$ cat config.mk
export PLATFORM = sky130hd
export DESIGN_NAME = simple_fixed_pipe
export DESIGN_NICKNAME = d
export VERILOG_FILES = /design/src/rtl/simple_fixed_pipe.sv
export SDC_FILE = /design/constraint.sdc
export NUM_CORES = 2
export LEC_CHECK = 0
export ABC_AREA = 1
export CAP_MARGIN = 20
export CELL_PAD_IN_SITES_DETAIL_PLACEMENT = 0
export CELL_PAD_IN_SITES_GLOBAL_PLACEMENT = 1
export CORE_ASPECT_RATIO = 0.75
export CORE_MARGIN = 4
export CORE_UTILIZATION = 36
export CTS_CLUSTER_SIZE = 28
export DETAILED_ROUTE_END_ITERATION = 7
export GPL_TIMING_DRIVEN = 0
export PLACE_DENSITY_LB_ADDON = 0.1
export SLEW_MARGIN = 20
export SYNTH_ARGS = -nofsm -noshare
export SYNTH_HDL_FRONTEND = slang
export SYNTH_SLANG_ARGS = --single-unit
$ cat constraint.sdc
create_clock -name clk -period 3.5 [get_ports clk]
set_clock_uncertainty 0.05 [all_clocks]
set_input_delay 0.7 -clock clk [delete_from_list [all_inputs] [get_ports clk]]
set_output_delay 0.7 -clock clk [all_outputs]
set_load 0.02 [all_outputs]
$ cat src/rtl/simple_fixed_pipe.sv
// Fixed-latency SIMD integer pipe: RR/RI10 halfword/word add, subtract and bitwise ops,
// with stall/flush control and per-stage forwarding taps. The RI10 immediate is imm[9:0].
module simple_fixed_pipe #(
  parameter int LATENCY = 3,
  parameter int VEC_W   = 128,
  parameter int ADDR_W  = 7
) (
  input  logic                                clk,
  input  logic                                reset,
  input  logic [10:0]                         op,
  input  logic [2:0]                          format,
  input  logic [ADDR_W-1:0]                   rt_addr,
  input  logic [VEC_W-1:0]                    ra,
  input  logic [VEC_W-1:0]                    rb,
  input  logic [17:0]                         imm,
  input  logic                                reg_write,
  input  logic                                stall,
  input  logic                                flush,
  output logic [VEC_W-1:0]                    rt_wb,
  output logic [ADDR_W-1:0]                   rt_addr_wb,
  output logic                                reg_write_wb,
  output logic [LATENCY-2:0][VEC_W-1:0]       fwd_val,
  output logic [LATENCY-2:0][ADDR_W-1:0]      fwd_addr,
  output logic [LATENCY-2:0]                  fwd_we
);

  localparam int NWORD = VEC_W / 32;
  localparam int NHALF = VEC_W / 16;

  localparam logic [2:0]  FMT_RR   = 3'd0;
  localparam logic [2:0]  FMT_RI10 = 3'd2;

  localparam logic [10:0] OP_AH    = 11'b00011001000;
  localparam logic [10:0] OP_A     = 11'b00011000000;
  localparam logic [10:0] OP_SFH   = 11'b00001001000;
  localparam logic [10:0] OP_SF    = 11'b00001000000;
  localparam logic [10:0] OP_AND   = 11'b00011000001;
  localparam logic [10:0] OP_OR    = 11'b00001000001;
  localparam logic [10:0] OP_XOR   = 11'b01001000001;
  localparam logic [10:0] OP_NOR   = 11'b00001001001;
  localparam logic [7:0]  OP_AHI   = 8'b00011101;
  localparam logic [7:0]  OP_AI    = 8'b00011100;

  logic [VEC_W-1:0]                 result_s;
  logic                             legal_s;
  logic [15:0]                      imm_h_s;
  logic [31:0]                      imm_w_s;
  logic                             imm_unused_s;

  // Stage LATENCY-1 is the writeback register; the others are the forwarding taps.
  logic [LATENCY-1:0][VEC_W-1:0]    val_q, val_d;
  logic [LATENCY-1:0][ADDR_W-1:0]   addr_q, addr_d;
  logic [LATENCY-1:0]               we_q, we_d;

  assign imm_h_s      = {{6{imm[9]}}, imm[9:0]};
  assign imm_w_s      = {{22{imm[9]}}, imm[9:0]};
  assign imm_unused_s = ^imm[17:10];

  // Lane-wise execute; anything not decoded (including nop) is flagged illegal.
  always_comb begin
    result_s = '0;
    legal_s  = 1'b0;
    if (format == FMT_RR) begin
      legal_s = 1'b1;
      case (op)
        OP_AH: begin
          for (int h = 0; h < NHALF; h++)
            result_s[16*h +: 16] = ra[16*h +: 16] + rb[16*h +: 16];
        end
        OP_A: begin
          for (int w = 0; w < NWORD; w++)
            result_s[32*w +: 32] = ra[32*w +: 32] + rb[32*w +: 32];
        end
        OP_SFH: begin
          for (int h = 0; h < NHALF; h++)
            result_s[16*h +: 16] = rb[16*h +: 16] - ra[16*h +: 16];
        end
        OP_SF: begin
          for (int w = 0; w < NWORD; w++)
            result_s[32*w +: 32] = rb[32*w +: 32] - ra[32*w +: 32];
        end
        OP_AND:  result_s = ra & rb;
        OP_OR:   result_s = ra | rb;
        OP_XOR:  result_s = ra ^ rb;
        OP_NOR:  result_s = ~(ra | rb);
        default: legal_s  = 1'b0;
      endcase
    end else if (format == FMT_RI10) begin
      legal_s = 1'b1;
      case (op[10:3])
        OP_AHI: begin
          for (int h = 0; h < NHALF; h++)
            result_s[16*h +: 16] = ra[16*h +: 16] + imm_h_s;
        end
        OP_AI: begin
          for (int w = 0; w < NWORD; w++)
            result_s[32*w +: 32] = ra[32*w +: 32] + imm_w_s;
        end
        default: legal_s = 1'b0;
      endcase
    end else begin
      legal_s = 1'b0;
    end
  end

  // Stage advance: flush beats stall; illegal issues enter as all-zero bubbles.
  always_comb begin
    val_d  = val_q;
    addr_d = addr_q;
    we_d   = we_q;
    if (flush) begin
      val_d  = '0;
      addr_d = '0;
      we_d   = '0;
    end else if (stall) begin
      val_d  = val_q;
      addr_d = addr_q;
      we_d   = we_q;
    end else begin
      val_d[0]  = legal_s ? result_s : '0;
      addr_d[0] = legal_s ? rt_addr : '0;
      we_d[0]   = legal_s & reg_write;
      for (int s = 1; s < LATENCY; s++) begin
        val_d[s]  = val_q[s-1];
        addr_d[s] = addr_q[s-1];
        we_d[s]   = we_q[s-1];
      end
    end
  end

  // Pipeline registers with synchronous reset.
  always_ff @(posedge clk) begin
    if (reset) begin
      val_q  <= '0;
      addr_q <= '0;
      we_q   <= '0;
    end else begin
      val_q  <= val_d;
      addr_q <= addr_d;
      we_q   <= we_d;
    end
  end

  assign rt_wb        = val_q[LATENCY-1];
  assign rt_addr_wb   = addr_q[LATENCY-1];
  assign reg_write_wb = we_q[LATENCY-1];
  assign fwd_val      = val_q[LATENCY-2:0];
  assign fwd_addr     = addr_q[LATENCY-2:0];
  assign fwd_we       = we_q[LATENCY-2:0];

endmodule

After elaboration in Yosys (flattened, before gate mapping). Cells that the tools add are included.

Register bits after elaboration: 408.

Add/subtract/negate cells: 36. Equality and inequality tests: 11. Multiplexer cells: 10. Bitwise gates (word level): 5. Reduce and logical (&&, ||, !) cells: 4.

Operator list (count): 128-bit case mux with 8 select lines (1); 128-bit two-way mux (3); 16-bit adder (16); 32-bit adder (8); 128-bit case mux with 2 select lines (1); 128-bit bitwise AND (1); 128-bit NOT (1); 128-bit bitwise OR (1); 16-bit subtractor (8); 32-bit subtractor (4); 128-bit XOR (1); 11-bit by 7-bit equality test with 1-bit output, second input constant (4); 11-bit by 8-bit equality test with 1-bit output, second input constant (3); 8-bit by 5-bit equality test with 1-bit output, second input constant (2); 11-bit by 10-bit equality test with 1-bit output, second input constant (1); 8-bit OR reduction (1); 7-bit two-way mux (1); 1-bit two-way mux (4); 2-bit OR reduction (2); 3-bit by 2-bit equality test with 1-bit output, second input constant (1); 3-bit logical NOT (1); 1-bit bitwise AND (1).

Depth between registers and ports, before layout.
Word-level depth: 6. Gate-level depth with buffers: 29. Mapped depth without buffers: 29.

Worst setup path after synthesis. No wires, ideal clock.

Kind: input to register. Start point: in ra[0]. End point: reg val_q, in the netlist fwd_val[28]. Setup time: 132 ps. Arrival time: 3657 ps. Setup slack: -339 ps. Stages: 26. Path buffers: 0. Path through: inv_1 -> ha_1 -> nand3_1 -> nor2_1 -> nand2_1 -> nor2_1 -> nand3_1 -> o21ai_2 -> o21ai_0 -> a21oi_1 -> o21ai_0 -> xor2_1 -> ha_1 -> nand2_1 -> nor2_1 -> nand2_1 -> nor4_1 -> nand2_1 -> nand2_1 -> nand2_1 -> nand3_1 -> nand2_1 -> nand2_1 -> nand2_1 -> nand2_1 -> a21oi_1.

Word-level cells in the longest chain between the ends: 5. Elaborated cells between the ends (all ways): 8.

RTL lines: from (decl) (RTL line 13) `input logic [VEC_W-1:0] ra,`; 32-bit adder (RTL line 97) `result_s[32*w +: 32] = ra[32*w +: 32] + imm_w_s;`; 128-bit case mux with 2 select lines (RTL line 90) `case (op[10:3])`; 128-bit two-way mux (RTL line 88) `end else if (format == FMT_RI10) begin`; 128-bit two-way mux (*) (RTL line 63) `if (format == FMT_RR) begin`; 128-bit two-way mux (*) (RTL line 120) `val_d[0] = legal_s ? result_s : '0;`; to (signal assigned) (RTL line 138) `val_q <= val_d;`; to (decl) (RTL line 51) `logic [LATENCY-1:0][VEC_W-1:0] val_q, val_d;`.

Mark *: on every way between the ends. The rest lies on a longest branch, timed or not. A chain may end at the register's enable or synchronous reset.

Final worst setup path.
Start point: in ra[87]. End point: reg val_q, in the netlist fwd_val[95].

Word-level cells in the longest chain between the ends: 5. Elaborated cells between the ends (all ways): 11.

RTL lines (RTL line): 32-bit adder / 16-bit adder (equally long branches) (97, 93); 128-bit case mux with 2 select lines (90); 128-bit two-way mux (88); 128-bit two-way mux (*) (63); 128-bit two-way mux (*) (120).

Marked as above.

==> key figures <==
Setup path
  • FF-to-FF path depth: 2
  • CP Launch Type: input pin
  • Critical path class: input pin to register
  • Req. time, crit path: 3910 ps
  • Crit. End Element: register
  • Worst reg-to-reg setup slack: between 2000 and 3000 ps
  • CP Max Fanout: 7
  • Critical Path AT: 4180 ps
  • Worst r2r dst: fwd_val[96]$_SDFFE_PP0N_
  • Reg2reg start: fwd_val[96]$_SDFFE_PP0N_

Worst hold path
  • Hold path cells: 2
  • Hold Crit Endpoint: rt_wb[83]$_SDFFE_PP0N_
  • Start point of the worst min-delay path: rt_wb[83]$_SDFFE_PP0N_
  • HP Class: register to register

Timing
  • Unrepaired setup endpoints after global routing: yes
  • Max frequency: roughly 0.27 GHz
  • Worst Max-Slew Pin Slew: roughly 1300 ps
  • Slack of the critical path: -263 ps
  • Final Hold Viols: 0
  • Slew HR: 0.109
  • Fin crit share: 1.08
  • Post-layout min period: between 3000 and 4000 ps
  • Final setup fails: approximately 110
  • Fin. max-slew vios: 0

Status
  • Failing checks: negative setup slack
  • Status: complete, but fails checks

Logic synthesis
  • Most used DFF post-synth: dfxtp_1
  • Post-synth EDFFs: 0
  • Synth area leaders: nand2_1 (24%), ha_1 (15%), dfxtp_1 (14%)
  • Syn_nets: 11,100
  • Post-synthesis cell type count: 50
  • Fraction of registers with async set/reset: 0
  • Yosys reg bits: 408
  • Post-synthesis sequential area ratio: 0.144
  • Synth top area share: 0.242
  • Area leader, netlist: nand2_1
  • Warnings from Yosys: 0
  • Syn_area_per_cell: 5.60 µm²
  • Post-Syn Area: between 0.05 and 0.06 mm²
  • Cell count after synthesis: 10,100

Routing
  • Final antenna-violating net count: 0
  • TritonRoute pass-1 iters: 8
  • Routed wire length: 353,000 µm
  • DR vias/cell: roughly 5.7
  • Detailed Route Iter0 Violations: 9,054
  • Vias: 76,600
  • # DRC: 0
  • Drt wl/cell: about 26 µm

Cells and area
  • Nets: 12,300
  • Fill cell count: 15,900
  • FF+latch area: 0.00817 mm²
  • Post-route cell area: slightly above 0.08 mm²
  • Most frequent cells in the layout: nand2_1 (2,964), inv_1 (1,112), a21oi_1 (652), nand3_1 (573), nor2_1 (572)
  • Commonest non-fill, non-tap cell in the layout: nand2_1
  • Area of the multi-input gates: between 0.05 and 0.06 mm²
  • Share of cells above drive strength 1: 0.244
  • Area delta synth->final: 46.1%

Die
  • Total Die Area: 0.164 mm²
  • DIE WIDTH: 466 µm
  • Io pins: 708
  • Core Rows: approximately 130
  • Die Y: 351 µm
  • Initial core utilization: 0.364
  • Placeable core area: 0.155 mm²

Clock tree
  • H-tree Lvls: 1
  • Reg clk slew, reported paths: 80 ps
  • Root buffer cell: clkbuf_16
  • Clock Tree Buf Depth: 3
  • CTS buffer count: 29
  • Clock Sinks: roughly 410
  • CTS Hold Bufs: 0
  • Clock insertion delay at the later pin of the skew report: 610 ps
  • CTS tree: done

GRT
  • Overall global routing resource usage: 0.398
  • Initial antenna violation count: 43
  • GRT Max-Usage Layer: met2
  • First-pass GRT wire length: around 480,000 µm
  • Grt total ovfl: 0
  • Met1 GRT Util: 0.534
  • Grt met3 use: 0.0976
  • Largest net degree at the start of global routing: 60
  • Met2 usage: 0.589
  • Vias in the first global route: 67,900

Power
  • Switching share of power: 0.441
  • Int Pwr: 9.86 mW
  • Pleak: 38.1 nW
  • Power per standard cell area: 214 mW/mm²
  • Tot Pwr: 17.7 mW
  • Seq pwr share: 0.264
  • Psw: slightly below 8 mW
  • Peak VDD IR: 0.375 mV
  • Comb pwr share: 0.537
  • Clk pwr share: 0.199

Placed design
  • GP Congestion: 1.05
  • Placed Area: 0.0668 mm²
  • IO buf count: 699
  • Post-DP HPWL: approximately 290,000 µm

Job
  • Max_cap viols: 0
==> logic make-up (layout without fill, tap and decap cells) <==
kind of cell / after synthesis / count (layout) / synth area share
other cells: 0 / 39 / 0
flops: 408 / 408 / 0.144
fa+ha+maj: 684 / 684 / 0.154
compound gates: 1608 / 1608 / 0.153
buf+inv: 1558 / 2837 / 0.105
simple gates: 5601 / 5601 / 0.407
xor+xnor: 237 / 237 / 0.0367
==> power by group through the flow <==
| stage | registers, mW | clock network [mW] | logic (mW) |
|---|---|---|---|
| final | 4.65 | 3.51 | 9.48 |
| after global routing | 4.65 | 3.76 | 10.1 |
| after CTS | 4.65 | 3.55 | 7.75 |
| after detailed placement | 4.76 | 0 | 6.87 |
| after global placement | 4.76 | 0 | 6.82 |
| after floorplan | 4.77 | 0 | 4.37 |
==> per-stage QoR <==
stage / hold slack, ps / setup WS [ps] / util / TNS (ps) / cells
after floorplan: 495 / -85.5 / - / -865 / 10100
after global placement: 402 / -3560 / 0.428 / -379100 / 12900
after detailed placement: 405 / -3140 / 0.430 / -322150 / 12900
after CTS: 417 / -168 / 0.477 / -1650 / 13200
after global routing: 431 / -360 / 0.531 / -15590 / 13500
final: 415 / -263 / 0.531 / -10350 / 13500
==> cell usage after synthesis, types with 2 or more instances <==
master and n:
nand2_1 3644, inv_1 1251, a21oi_1 886, nand3_1 776
nor2_1 753, ha_1 664, o21ai_0 475, dfxtp_1 408
clkbuf_1 224, xor2_1 179, nor3_1 116, nand4_1 110
or2_2 100, nand3b_1 61, xnor2_1 58, o22ai_1 51
o21bai_1 48, buf_2 37, o2111ai_1 33, a21o_1 30
buf_1 28, fa_1 20, o211ai_1 20, a21boi_0 17
nor4_1 16, a211oi_1 13, inv_2 10, a31oi_1 8
o21a_1 8, and2_1 5, clkinv_1 5, nand2_2 4
nand2b_1 4, nor2_2 4, nor2_4 4, o31ai_1 4
a22o_1 3, o211a_1 3, and3_1 2, buf_6 2
o21ai_1 2, o221ai_1 2
==> per-layer routing <==
layer  wire length (µm)  share of wire
met4              23800          0.067
met3              37500           0.11
met1             147000           0.42
met2             144000           0.41
met5                292        0.00083
==> area by class of cell <==
class	count	share of cell area
sequential	408	0.0989
antenna	39	0.00118
multi-input combinational	8130	0.633
inverter	1266	0.0603
clock inverter	5	0.000424
clock buffer	47	0.0107
tap	2095	0.0317
buffer	288	0.0213
timing repair buffer	1231	0.142
==> critical path: stages <==
cell           delay [ps]
dlygate4sd2_1         640
nor2_1                140
inv_1                 170
nor2_1                 60
inv_1                 120
nor4_2                 70
o21ai_0               350
xor2_1                230
ha_1                  300
nand2_1               140
nor2_1                 60
nor2_1                 80
nand2_1                90
a21oi_4               190
nand3_2               170
nand3_1               120
nand4_1               290
nand3_1               170
a21oi_1                80
==> how the worst max path moves through the flow <==
stage	from	endpoint	slack [ps]	cells past startpoint
after floorplan	ra[65]	fwd_val[93]$_SDFFE_PP0N_	-90	25
after global placement	op[1]	fwd_val[114]$_SDFFE_PP0N_	-3560	21
after detailed placement	op[9]	fwd_val[95]$_SDFFE_PP0N_	-3140	22
after CTS	ra[87]	fwd_val[95]$_SDFFE_PP0N_	-170	19
after global routing	ra[33]	fwd_val[63]$_SDFFE_PP0N_	-360	31
final	ra[87]	fwd_val[95]$_SDFFE_PP0N_	-260	19
==> timing repair <==
item / 4_1_cts / 5_1_grt
gates resized for setup: 1721 / 1682
buffers inserted: 264 / 245
gates cloned: 7 / 9
pin swaps: 453 / 799
setup endpoints to repair: 136 / 131
==> registers in the layout, summed over array words and instances (netlist names) <==
| signal | flops |
|---|---|
| we_q | 3 |
| fwd_addr | 14 |
| rt_addr_wb | 7 |
| rt_wb | 128 |
| fwd_val | 256 |
(Power assumes the default switching activity.)
